[src/rtl/button_press_classifier.sv]
// button_press_classifier
//   Turns the debounced button level into one-cycle user events: a short
//   press, a long press, and auto-repeat strobes while the button is held.
//   The timebase is an internal 1 ms tick derived from CLK_FREQUENCY.
//
// Ports
//   clk           system clock
//   reset_n       asynchronous active-low reset
//   debounce      debounced button level (active-high, synchronous to clk)
//   enable        classifier enable; low forces the FSM back to idle
//   short_press   strobe: button released before LONG_MS
//   long_press    strobe: LONG_MS reached while held
//   repeat_press  strobe: every REPEAT_MS while in the long-press state
//   held          high while a press is being tracked
//   hold_ms       elapsed ms of the current/last press (saturating)
module button_press_classifier #(
   parameter int CLK_FREQUENCY = 10_000_000,
   parameter int LONG_MS       = 1000,
   parameter int REPEAT_MS     = 200,
   parameter int CNT_WIDTH     = 16
) (
   input  logic                 clk,
   input  logic                 reset_n,
   input  logic                 debounce,
   input  logic                 enable,
   output logic                 short_press,
   output logic                 long_press,
   output logic                 repeat_press,
   output logic                 held,
   output logic [CNT_WIDTH-1:0] hold_ms
);

   localparam logic [1:0] S_IDLE  = 2'd0;
   localparam logic [1:0] S_PRESS = 2'd1;
   localparam logic [1:0] S_LONG  = 2'd2;

   // prescaler sizing: counts 0 .. CLK_FREQUENCY/1000-1
   localparam int PRE_TC = CLK_FREQUENCY / 1000 - 1;
   localparam int PW     = (PRE_TC > 0) ? $clog2(PRE_TC + 1) : 1;
   localparam logic [PW-1:0] PRE_TC_V = PW'(PRE_TC);

   localparam logic [CNT_WIDTH-1:0] CNT_MAX  = '1;
   localparam logic [CNT_WIDTH:0]   LONG_V   = (CNT_WIDTH+1)'(LONG_MS);
   localparam logic [CNT_WIDTH:0]   REPEAT_V = (CNT_WIDTH+1)'(REPEAT_MS);

   logic [1:0]           state;
   logic                 prev;
   logic [PW-1:0]        presc;
   logic [CNT_WIDTH-1:0] rep_cnt;
   logic                 tick;
   logic [CNT_WIDTH:0]   hold_nxt;
   logic [CNT_WIDTH:0]   rep_nxt;
   logic [CNT_WIDTH-1:0] hold_sat;

   assign tick     = (state != S_IDLE) && (presc == PRE_TC_V);
   // one bit wider so the "+1 == target" compares cannot wrap
   assign hold_nxt = {1'b0, hold_ms} + (CNT_WIDTH+1)'(1);
   assign rep_nxt  = {1'b0, rep_cnt} + (CNT_WIDTH+1)'(1);
   assign hold_sat = (hold_ms == CNT_MAX) ? hold_ms : hold_nxt[CNT_WIDTH-1:0];

   always_ff @(posedge clk or negedge reset_n) begin
      if (!reset_n) begin
         state        <= S_IDLE;
         // starts high so a button already down at reset is not a press
         prev         <= 1'b1;
         presc        <= '0;
         rep_cnt      <= '0;
         short_press  <= 1'b0;
         long_press   <= 1'b0;
         repeat_press <= 1'b0;
         held         <= 1'b0;
         hold_ms      <= '0;
      end else begin
         prev         <= debounce;
         short_press  <= 1'b0;
         long_press   <= 1'b0;
         repeat_press <= 1'b0;
         if (state != S_IDLE)
            presc <= tick ? '0 : presc + PW'(1);
         case (state)
            S_IDLE: begin
               presc <= '0;
               if (enable && debounce && !prev) begin
                  state   <= S_PRESS;
                  hold_ms <= '0;
                  held    <= 1'b1;
               end
            end
            S_PRESS: begin
               if (!enable) begin
                  state <= S_IDLE;
                  held  <= 1'b0;
               end else if (!debounce) begin
                  // release beats a coincident LONG_MS tick
                  state       <= S_IDLE;
                  held        <= 1'b0;
                  short_press <= 1'b1;
               end else if (tick) begin
                  hold_ms <= hold_sat;
                  if (hold_nxt == LONG_V) begin
                     state      <= S_LONG;
                     long_press <= 1'b1;
                     rep_cnt    <= '0;
                  end
               end
            end
            S_LONG: begin
               if (!enable || !debounce) begin
                  // leaving LONG is silent, and swallows a coincident repeat
                  state <= S_IDLE;
                  held  <= 1'b0;
               end else if (tick) begin
                  hold_ms <= hold_sat;
                  if (REPEAT_MS != 0 && rep_nxt == REPEAT_V) begin
                     repeat_press <= 1'b1;
                     rep_cnt      <= '0;
                  end else begin
                     rep_cnt <= rep_nxt[CNT_WIDTH-1:0];
                  end
               end
            end
            default: begin
               state <= S_IDLE;
               held  <= 1'b0;
            end
         endcase
      end
   end

endmodule

[config.mk]
export PLATFORM = sky130hd
export DESIGN_NAME = button_press_classifier
export DESIGN_NICKNAME = d
export VERILOG_FILES = /design/src/rtl/button_press_classifier.sv
export SDC_FILE = /design/constraint.sdc
export NUM_CORES = 1
export LEC_CHECK = 0
export CAP_MARGIN = 20
export CORE_MARGIN = 2
export CORE_UTILIZATION = 35
export CTS_CLUSTER_DIAMETER = 100
export DETAILED_ROUTE_END_ITERATION = 8
export GPL_ROUTABILITY_DRIVEN = 0
export SYNTH_ARGS = -nofsm -noshare
export SYNTH_HDL_FRONTEND = slang
export SYNTH_SLANG_ARGS = --single-unit
export TNS_END_PERCENT = 20
[constraint.sdc]
create_clock -name clk -period 2.8 [get_ports clk]
set_input_delay 0.28 -clock clk [delete_from_list [all_inputs] [get_ports clk]]
set_output_delay 0.28 -clock clk [all_outputs]
set_load 0.05 [all_outputs]
# Yosys cells after proc, flatten, opt, wreduce, memory -nomap -nowiden
# Index checks and enable logic that the tools add are counted.
dict set report op_classes {
  add_sub_neg 3
  muxes 42
  bitwise 0
  mul 0
  n_shift 0
  reduce_logical 16
  n_div 0
  eq_ne 17
  magnitude_cmp 0
}
# operator n
set ops {}
lappend ops {{$mux 16} 13}
lappend ops {{$pmux 16 s3} 1}
lappend ops {{$mux 14} 3}
lappend ops {{$add 16x1->17 const B} 2}
lappend ops {{$pmux 16 s2} 1}
lappend ops {{$eq 17x10->1 const B} 1}
lappend ops {{$eq 17x8->1 const B} 1}
lappend ops {{$eq 16x16->1 const B} 1}
lappend ops {{$mux 1} 16}
lappend ops {{$ne 2x2->1 const B} 8}
lappend ops {{$add 14x1->14 const B} 1}
lappend ops {{$eq 14x14->1 const B} 1}
lappend ops {{$mux 2} 6}
lappend ops {{$ne 4x4->1 const B} 2}
lappend ops {{$reduce_and 7->1} 1}
lappend ops {{$pmux 2 s3} 1}
lappend ops {{$reduce_bool 2->1} 3}
lappend ops {{$reduce_and 5->1} 1}
lappend ops {{$reduce_and 4->1} 1}
lappend ops {{$logic_and 1x1->1} 3}
lappend ops {{$logic_not 1->1} 3}
lappend ops {{$ne 3x3->1 const B} 1}
lappend ops {{$pmux 1 s3} 1}
lappend ops {{$reduce_and 3->1} 1}
lappend ops {{other kinds (5)} 5}
dict set report totals {
  out_inout_bits 20
  in_bits 4
  latchBits 0
  memories 0
  mem_bits_rw 0
  elab_cells 87
  rom_bits 0
  ff_bits 53
}

# Depth between registers and ports, before layout
# Gate-level depths: netlist (run 1).
dict set report logic_depth {
  word_depth 7
  depth_mapped 10
  ltp_nobuf 9
}

# Worst setup path after synthesis (run 1)
# Ideal clock, no wire load.
dict set report synth_timing {
  path_kind {register to register}
  start {register hold_ms[0]}
  end {register rep_cnt[9]}
  stages_incl_launch_ff 11
  required_ns 2.724
  t_arrival_ns 2.928
  setup_ns 0.076
  path_slack_ns -0.204
  n_path_buf 2
  period_less_slack_ns 3.004
  path_cell_list {dfrtp_1 ha_1 nand3_1 buf_2 nor4_4 xor2_1 a2111oi_2 a41oi_1 buf_2 or4b_1 o21ai_1}
}
dict set report synth_between {
  elab_chain_cells 4
}
# item line_no
set synth_rtl {}
lappend synth_rtl {{start: declaration} 30} ;# output logic [CNT_WIDTH-1:0] hold_ms
lappend synth_rtl {{start signal: assignment} 99} ;# hold_ms <= hold_sat;
lappend synth_rtl {{start signal: assignment} 113} ;# hold_ms <= hold_sat;
lappend synth_rtl {{$add 16x1->17} 57} ;# assign hold_nxt = {1'b0, hold_ms} + (CNT_WIDTH+1)'(1);
lappend synth_rtl {{$eq 17x10->1} 100} ;# if (hold_nxt == LONG_V) begin
lappend synth_rtl {{$ne 2x2->1 (no source line)} --}
lappend synth_rtl {{$reduce_and 7->1 (no source line)} --}
lappend synth_rtl {{end signal: assignment} 118} ;# rep_cnt <= rep_nxt[CNT_WIDTH-1:0];
lappend synth_rtl {{end: declaration} 49} ;# logic [CNT_WIDTH-1:0] rep_cnt;
# Every way passes these cells.
# A chain may end at the register's enable or synchronous reset.

# Worst setup path after layout (run 1)
dict set report layout_timing {
  start {register hold_ms[1]}
  end {register rep_cnt[9]}
}
# The elaborated chain is that of the path after synthesis.

==> flow_metrics.tcl, run 1 <==
set metrics [dict create \
    areaGrowthSynthToFinish_pct 22.4 \
    synth.most_common_cell "dfrtp_1" \
    status "completed" \
    synth_edf_count 0 \
    p_switching_mw 0.832 \
    total_power_mw 2.11 \
    period_share 0.930 \
    max_freq_mhz 384 \
    timing.final.max_slew_violations 0 \
    grt_max_degree 45 \
    clkPwrFrac 0.226 \
    syn_area_per_cell_um2 8.65 \
    ant_nets 0 \
    ys_ff_latch 53 \
    synth_common_cells "52 x dfrtp_1, 41 x o21ai_0, 39 x nand2_1" \
    leakage_nw 1.63 \
    finalWorstSetupSlack_ns 0.195 \
    postSynth.asyncResetShare 1.00 \
    rsz0062_at_grt "no" \
    cts_tree "yes" \
    p_int_mw 1.27 \
    p_per_area_nw_per_um2 517 \
    min_path_type "primary input to asynchronous set/reset pin" \
    drive_gt1_frac 0.163 \
    cpMaxStageDelayCell "or4_1" \
    combPwrFrac 0.358 \
    crit_path_start "hold_ms[1]" \
    io_pins 24 \
    synth_cells 385 \
    drt_wl_total_um 8270 \
    end_kind "flop" \
    crit_top_cell "o21ai_1" \
    clockBufferDepth 2 \
    synth_cell_types 58 \
    synth_area_leader_cell "dfrtp_1" \
    htreeDepth 2 \
    syn_area_um2 3330 \
    wl_per_cell_um 14.6 \
    start_kind "flop" \
    postPlaceCellArea_um2 3870 \
    stdcell_area_um2 4070 \
    die_x_um 102 \
    layout.nets 447 \
    grt_pass1_vias 3065 \
    grtUsageTotal 0.173 \
    coreArea_um2 9240 \
    ir_drop_mv 0.260 \
    synth_top_area_frac 0.391 \
    grt_pass1_wl_um 14500 \
    synth.net_count 397 \
    drc 0 \
    cts-buffers-inserted 5 \
    first_pass_iters 4 \
    clk_pin_slew_worst_paths_ns 0.11 \
    portBuffers 23 \
    setup_viol 0 \
    hpwl_um 5890 \
    initial_core_util 0.360 \
    num_vias 3054 \
    holdWs_ns 0.376 \
    final_cells 565 \
    cpPeakStageDelay_ns 0.55 \
    grt_overflow 0 \
    seq_area_frac_synth 0.399 \
    vias_per_cell 5.41 \
    antennaDiodeCount 0 \
    timing.rr.start "hold_ms[1]" \
    finClkSkew_ns 0.0147 \
    worst_r2r_path_depth 9 \
    cp.required_ns 3.05 \
    slew_headroom 0.665 \
    swShare 0.395 \
    clock_latency_ns 0.32 \
    fillCellCount 907 \
    fin_crit_ns 2.61 \
    placedCellCount 549 \
    worstPathArrival_ns 2.85 \
    path_cells "ha_2, nand3_2, or4_1, buf_4, o21ai_1, a41oi_2, buf_6, or4b_1, o21ai_1" \
    antenna_found_initial 0 \
    yosysWarnings 0 \
    die_h_um 102 \
    core.rowCount 35 \
    dominantRegCellSynth "dfrtp_1" \
    cp_max_fo 6 \
    tightestPinTransition_ns 0.501 \
    dieArea_um2 10300 \
    drtIter0Drc 151 \
    max_cap_viol_count 0 \
    synth.area.top_cells "dfrtp_1 39%, o21ai_0 6.2%, nand2_1 4.4%, nor2_1 3.4%, nand3_1 3.2%" \
    hold_viol_final 0 \
    seqPwrFrac 0.416 \
    path_class "flop to flop" \
    cts_sinks 53 \
    dp_slack_ns -0.139 \
    clock_tree.root_cell "clkbuf_8" \
]
==> area by class of cell <==
cell class | count | area [um2] | share of cell area
Timing Repair Buffer | 61 | 531 | 0.130
Sequential cell | 53 | 1330 | 0.326
Multi-Input combinational cell | 301 | 1910 | 0.468
Tap cell | 129 | 161 | 0.0396
Inverter | 13 | 48.8 | 0.0120
Clock inverter | 3 | 26.3 | 0.00645
Clock buffer | 5 | 68.8 | 0.0169
==> per-layer routing <==
layer / up-vias / GRT usage / routed length [um]
met4: 0 / 0.0655 / 154
met3: 17 / 0.0269 / 255
met2: 53 / 0.285 / 3950
li1: 1508 / - / -
met1: 1476 / 0.228 / 3900
met5: - / 0 / 0
==> worst paths after layout <==
check / to / slack, ns
min reg2reg: presc[0] / 0.47
max: rep_cnt[9] / 0.19
min in group clk: prev / 0.45
min: hold_ms[4] / 0.38
max in group asynchronous: prev / 1.87
max reg2reg: rep_cnt[9] / 0.19
==> worst max-delay path, delay by kind of cell (launching register included) <==
kind	cells	cell delay, ns
compound gates	3	0.50
buf+inv	2	0.35
flops	1	0.38
fa+ha+maj	1	0.19
simple gates	3	1.10
==> cells in the final DEF (no fill, tap or decap), types with 3 or more instances in the layout <==
cell type	Yosys	final
nor2_1	30	29
nand3_1	21	20
nand4_1	10	10
buf_4	1	33
mux2i_1	5	5
o22ai_1	3	3
a31oi_1	5	5
and2_1	4	4
nor3b_1	3	3
o2111ai_1	3	3
o21ai_0	41	41
xor2_1	6	6
o21ai_1	3	3
nor3_1	11	11
clkbuf_8	0	5
dfrtp_1	52	50
nand2b_1	9	8
or3_1	6	6
clkdlybuf4s50_1	0	22
inv_1	12	11
o31ai_1	8	8
nor2b_1	4	4
and3_1	10	10
nor4_1	5	5
xnor2_1	8	8
ha_1	8	7
or4b_1	3	3
a21o_1	3	3
a21oi_1	18	18
nand2_1	39	38
==> logic make-up after synthesis <==
group	synth area share
AO/OA/AOI/OAI	0.194
flip-flops	0.399
multiplexers	0.0150
buffers and inverters	0.0380
XOR/XNOR	0.0368
adder cells (fa/ha/maj)	0.0301
AND/OR/NAND/NOR	0.287
==> repair_timing <==
item / CTS / global route
endpoints found under the setup margin: 15 / 18
hold endpoints to repair: 0 / 11
pin swaps: 1 / 6
hold buffers: 0 / 1
resized for setup: 2 / 9
setup buffers: 1 / 4
gates cloned: 0 / 1
==> metrics by stage <==
| stage | TNS (ns) | utilization |
|---|---|---|
| finish | 0 | 0.441 |
| global route | 0 | 0.441 |
| CTS | 0 | 0.431 |
| detailed placement | -1.05 | 0.418 |
| global placement | 0 | 0.418 |
| floorplan | 0 | - |
==> flip-flops by register name, indices dropped and copies added (netlist names) <==
register      cells
short_press       1
state             2
prev              1
repeat_press      1
hold_ms          16
rep_cnt          16
held              1
long_press        1
presc            14
==> power by group through the flow <==
| stage | Combinational (mW) | Clock [mW] | Sequential, mW |
|---|---|---|---|
| floorplan | 0.308 | 0 | 1.05 |
| global placement | 0.735 | 0 | 0.887 |
| detailed placement | 0.741 | 0 | 0.890 |
| CTS | 0.742 | 0.492 | 0.875 |
| global route | 0.834 | 0.523 | 0.886 |
| finish | 0.754 | 0.476 | 0.876 |
(Power assumes the default switching activity.)
==> run 2: changes to the inputs <==
--- a/config.mk
+++ b/config.mk
@@ -5,7 +5,7 @@
 export SDC_FILE = /design/constraint.sdc
 export NUM_CORES = 1
 export LEC_CHECK = 0
-export CAP_MARGIN = 20
+export CAP_MARGIN = 30
 export CORE_MARGIN = 2
 export CORE_UTILIZATION = 35
 export CTS_CLUSTER_DIAMETER = 100
@@ -14,4 +14,4 @@
 export SYNTH_ARGS = -nofsm -noshare
 export SYNTH_HDL_FRONTEND = slang
 export SYNTH_SLANG_ARGS = --single-unit
-export TNS_END_PERCENT = 20
+export TNS_END_PERCENT = 5
==> flow_metrics.tcl, run 2 (synthesis results as in run 1) <==
set metrics [dict create \
    p_per_area_nw_per_um2 512 \
    num_vias 3094 \
    slew_headroom 0.665 \
    end_kind "flop" \
    die_h_um 102 \
    clockBufferDepth 2 \
    cts-buffers-inserted 5 \
    finClkSkew_ns 0.0173 \
    min_path_type "primary input to asynchronous set/reset pin" \
    final_util 0.446 \
    coreArea_um2 9240 \
    status "completed" \
    vias_per_cell 5.51 \
    cp_max_fo 6 \
    clkPwrFrac 0.218 \
    clock_tree.root_cell "clkbuf_8" \
    leakage_nw 1.63 \
    dieArea_um2 10300 \
    grt_max_degree 32 \
    stdcell_area_um2 4130 \
    cpMaxStageDelayCell "or4b_1" \
    dp_slack_ns -0.130 \
    hold_viol_final 0 \
    timing.rr.start "state[0]" \
    clock_latency_ns 0.32 \
    initial_core_util 0.360 \
    grt_pass1_wl_um 14100 \
    setup_viol 0 \
    worst_r2r_path_depth 9 \
    grt_pass1_vias 2972 \
    path_class "flop to flop" \
    max_freq_mhz 372 \
    core.rowCount 35 \
    grt_overflow 0 \
    first_pass_iters 4 \
    max_cap_viol_count 0 \
    drtIter0Drc 151 \
    seqPwrFrac 0.414 \
    rr_endpoint "rep_cnt[9]" \
    r2r_slack_ns 0.11 \
    cts_tree "yes" \
    antenna_found_initial 0 \
    io_pins 24 \
    grtUsageTotal 0.168 \
    cts_sinks 53 \
    cpPeakStageDelay_ns 0.54 \
    rsz0062_at_grt "yes" \
    antennaDiodeCount 0 \
    placedCellCount 550 \
    postPlaceCellArea_um2 3890 \
    drive_gt1_frac 0.166 \
    areaGrowthSynthToFinish_pct 23.9 \
    die_x_um 102 \
    path_cells "inv_2, ha_4, and4b_1, and4_4, o2111ai_4, a2111oi_4, a41oi_4, or4b_1, o21ai_1" \
    worstPathArrival_ns 2.92 \
    fin_crit_ns 2.69 \
    p_switching_mw 0.828 \
    hpwl_um 5960 \
    combPwrFrac 0.368 \
    start_kind "flop" \
    wl_per_cell_um 14.8 \
    ir_drop_mv 0.257 \
    layout.nets 444 \
    portBuffers 23 \
    htreeDepth 2 \
    total_power_mw 2.11 \
    cp.required_ns 3.04 \
    top_regs "hold_ms (16), rep_cnt (16), presc (14)" \
    tightestPinTransition_ns 0.498 \
    final_cells 562 \
    timing.final.max_slew_violations 0 \
    drc 0 \
    period_share 0.959 \
    drt_wl_total_um 8330 \
    final_common_cell "dfrtp_1" \
    finalWorstSetupSlack_ns 0.114 \
    ant_nets 0 \
    p_int_mw 1.28 \
    swShare 0.392 \
    clk_pin_slew_worst_paths_ns 0.11 \
    mostFrequentLayoutCells "50 x dfrtp_1, 41 x o21ai_0, 38 x nand2_1" \
]
[run 2: cell count changes in the layout (fill, tap and decap cells not counted), sizes merged]
cell	previous run	this run
buf	38	34
a41oi	2	3
clkinv	1	2
clkinvlp	2	1
[run 2: how the worst max path moves through the flow]
stage	depth (start not counted)	start	to	slack, ns
after CTS	9	hold_ms[0]	rep_cnt[9]	0.01
after detailed placement	9	state[0]	rep_cnt[4]	-0.13
final	9	state[0]	rep_cnt[9]	0.11
after global routing	9	state[0]	rep_cnt[9]	-0.02
after global placement	9	state[0]	rep_cnt[15]	0.08
after floorplan	10	hold_ms[0]	rep_cnt[9]	0.0006
[run 2: final cells by class]
cell class,count,area (um2)
Clock inverter,3,21.3
Sequential cell,53,1330
Multi-Input combinational cell,302,2000
Clock buffer,5,68.8
Timing Repair Buffer,57,499
Inverter,13,48.8
Fill cell,896,5110
Tap cell,129,161
[run 2: routing by layer]
layer  routed length (um)  part of all wire  global-route usage  vias to the layer above
li1                     -                 -                   -                     1512
met1                 3930              0.47               0.224                     1505
met2                 4040              0.49               0.276                       60
met3                  215             0.026              0.0255                       17
met4                  140             0.017              0.0624                        0
met5                    0                 0                   0                        -
[run 2: per-stage QoR]
step / TNS (ns) / hold WS (ns)
global route: -0.0232 / 0.407
global placement: 0 / 0.452
detailed placement: -0.916 / 0.208
finish: 0 / 0.388
floorplan: 0 / -0.0156
CTS: 0 / 0.397
[run 2: power by group through the flow]
stage	sequential (mW)	combinational [mW]	clock [mW]
6_report	0.875	0.777	0.459
5_1_grt	0.884	0.858	0.504
4_1_cts	0.875	0.745	0.473
3_5_place_dp	0.889	0.742	0
3_3_place_gp	0.887	0.735	0
2_1_floorplan	1.05	0.308	0
[run 2: repair_timing]
action / CTS / global route
setup buffers: 0 / 2
pin swaps: 1 / 5
hold buffers: 1 / 0
endpoints found under the setup margin: 15 / 17
gates cloned: 0 / 1
gates resized for setup: 2 / 17
hold endpoints to repair: 12 / 0
[run 2: critical path: cells and delay by family (launching register included)]
family	cells	cell delay, ns
simple gates	3	1.05
fa+ha+maj	1	0.16
compound gates	4	0.93
buf+inv	1	0.08
flops	1	0.41
==> run 3: changes to the inputs <==
==> constraint.sdc (replaced) <==
create_clock -name clk -period 2.8 [get_ports clk]
set_input_delay 0.56 -clock clk [delete_from_list [all_inputs] [get_ports clk]]
set_output_delay 0.56 -clock clk [all_outputs]
set_load 0.1 [all_outputs]
==> flow_metrics.tcl, run 3 (synthesis results as in run 1) <==
set metrics [dict create \
    status "completed" \
    grtUsageTotal 0.163 \
    path_buf_inv 2 \
    grt_pass1_wl_um 13700 \
    p_switching_mw 0.966 \
    hold_viol_final 0 \
    max_freq_mhz 378 \
    fin_crit_ns 2.65 \
    period_share 0.945 \
    cp_max_fo 10 \
    path_cells "ha_4, nand3_1, buf_6, mux2i_1, a21oi_2, a2111oi_4, a41oi_2, buf_4, or4b_1, o21ai_1" \
    portBuffers 23 \
    tightestPinTransition_ns 0.690 \
    min_path_type "primary input to asynchronous set/reset pin" \
    antennaDiodeCount 0 \
    clk_pin_slew_worst_paths_ns 0.10 \
    p_per_area_nw_per_um2 584 \
    combPwrFrac 0.371 \
    die_h_um 102 \
    end_kind "flop" \
    rsz0062_at_grt "no" \
    top_regs "hold_ms (16), rep_cnt (16), presc (14)" \
    grt_max_degree 54 \
    leakage_nw 1.59 \
    io_pins 24 \
    dieArea_um2 10300 \
    p_int_mw 1.36 \
    setup_viol 0 \
    vias_per_cell 5.38 \
    clock_tree.root_cell "clkbuf_8" \
    initial_core_util 0.360 \
    drtIter0Drc 108 \
    wl_per_cell_um 14.8 \
    die_x_um 102 \
    coreArea_um2 9240 \
    final_cells 554 \
    core.rowCount 35 \
    r2r_slack_ns 0.15 \
    ir_drop_mv 0.290 \
    drive_gt1_frac 0.212 \
    htreeDepth 2 \
    grt_overflow 0 \
    grt_pass1_vias 2820 \
    postPlaceCellArea_um2 3800 \
    path_class "flop to flop" \
    swShare 0.415 \
    stdcell_area_um2 3980 \
    slew_headroom 0.540 \
    max_cap_viol_count 0 \
    num_vias 2979 \
    crit_family "compound AO/OA/AOI/OAI gates" \
    first_pass_iters 4 \
    timing.final.max_slew_violations 0 \
    hpwl_um 5910 \
    cts_tree "yes" \
    fillCellCount 900 \
    clock_latency_ns 0.30 \
    layout.nets 436 \
    placedCellCount 542 \
    cpMaxStageDelayCell "dfrtp_4" \
    cpPeakStageDelay_ns 0.52 \
    ant_nets 0 \
    clkPwrFrac 0.238 \
    seqPwrFrac 0.391 \
    drc 0 \
    final_common_cell "buf_4" \
    areaGrowthSynthToFinish_pct 19.7 \
    antenna_found_initial 0 \
    timing.rr.start "hold_ms[1]" \
    drt_wl_total_um 8170 \
    mostFrequentLayoutCells "45 x buf_4, 41 x o21ai_0, 38 x nand2_1, 38 x dfrtp_1, 30 x nor2_1" \
    start_kind "flop" \
    cts_sinks 53 \
    cp.required_ns 3.04 \
    worst_r2r_path_depth 10 \
    cts_hold_buf 0 \
    rr_endpoint "rep_cnt[9]" \
    worstPathArrival_ns 2.88 \
    clockBufferDepth 2 \
    finClkSkew_ns 0.00727 \
    cts-buffers-inserted 5 \
]
==> run 3: cell count changes in the layout (fill, tap and decap cells not counted), moves of 4 or more <==
cell             change
dfrtp_1             -12
clkdlybuf4s50_1     -20
dfrtp_2              +8
dfrtp_4              +4
buf_4               +14
==> run 3: timing repair <==
action                     CTS  global route
pin swaps                    0             2
setup endpoints to repair   13            16
gates cloned                 0             0
buffers inserted             0             4
resized for setup            2             5
==> run 3: worst max-delay path by stage <==
stage               cells past startpoint        from  slack (ns)           to
floorplan                               9  hold_ms[6]        0.05   rep_cnt[9]
global placement                        9    state[0]        0.07  rep_cnt[15]
detailed placement                      9    state[0]       -0.08   rep_cnt[4]
CTS                                     9    state[0]        0.01   rep_cnt[9]
global route                           10  hold_ms[1]        0.01   rep_cnt[6]
finish                                 10  hold_ms[1]        0.15   rep_cnt[9]
==> run 3: stage by stage <==
stage | hold slack, ns | setup TNS (ns) | total power [mW] | setup slack, ns | utilization
detailed placement | 0.463 | -0.463 | 1.78 | -0.0828 | 0.411
floorplan | 0.264 | 0 | 1.54 | 0.0459 | -
CTS | 0.398 | 0 | 2.34 | 0.0107 | 0.425
finish | 0.374 | 0 | 2.33 | 0.154 | 0.431
global route | 0.421 | 0 | 2.46 | 0.0115 | 0.431
global placement | 0.458 | 0 | 1.77 | 0.0744 | 0.411
==> run 3: power groups by stage <==
| stage | Sequential [mW] | Clock (mW) | Combinational [mW] |
|---|---|---|---|
| 2_1_floorplan | 1.23 | 0 | 0.311 |
| 3_3_place_gp | 0.923 | 0 | 0.847 |
| 3_5_place_dp | 0.926 | 0 | 0.854 |
| 4_1_cts | 0.911 | 0.572 | 0.854 |
| 5_1_grt | 0.923 | 0.609 | 0.931 |
| 6_report | 0.910 | 0.554 | 0.862 |
==> run 3: area by class of cell <==
type,count,area [um2],share of cell area
timing repair buffer,50,379,0.0952
inverter,13,48.8,0.0122
multi-input combinational,301,1920,0.482
clock buffer,6,82.6,0.0207
clock inverter,2,37.5,0.00942
tap,129,161,0.0405
sequential,53,1360,0.340
==> run 3: metal layers <==
layer  track usage  wire length [um]
met5             0                 0
met4        0.0395                39
met3        0.0269               232
met2         0.266              3930
met1         0.225              3970
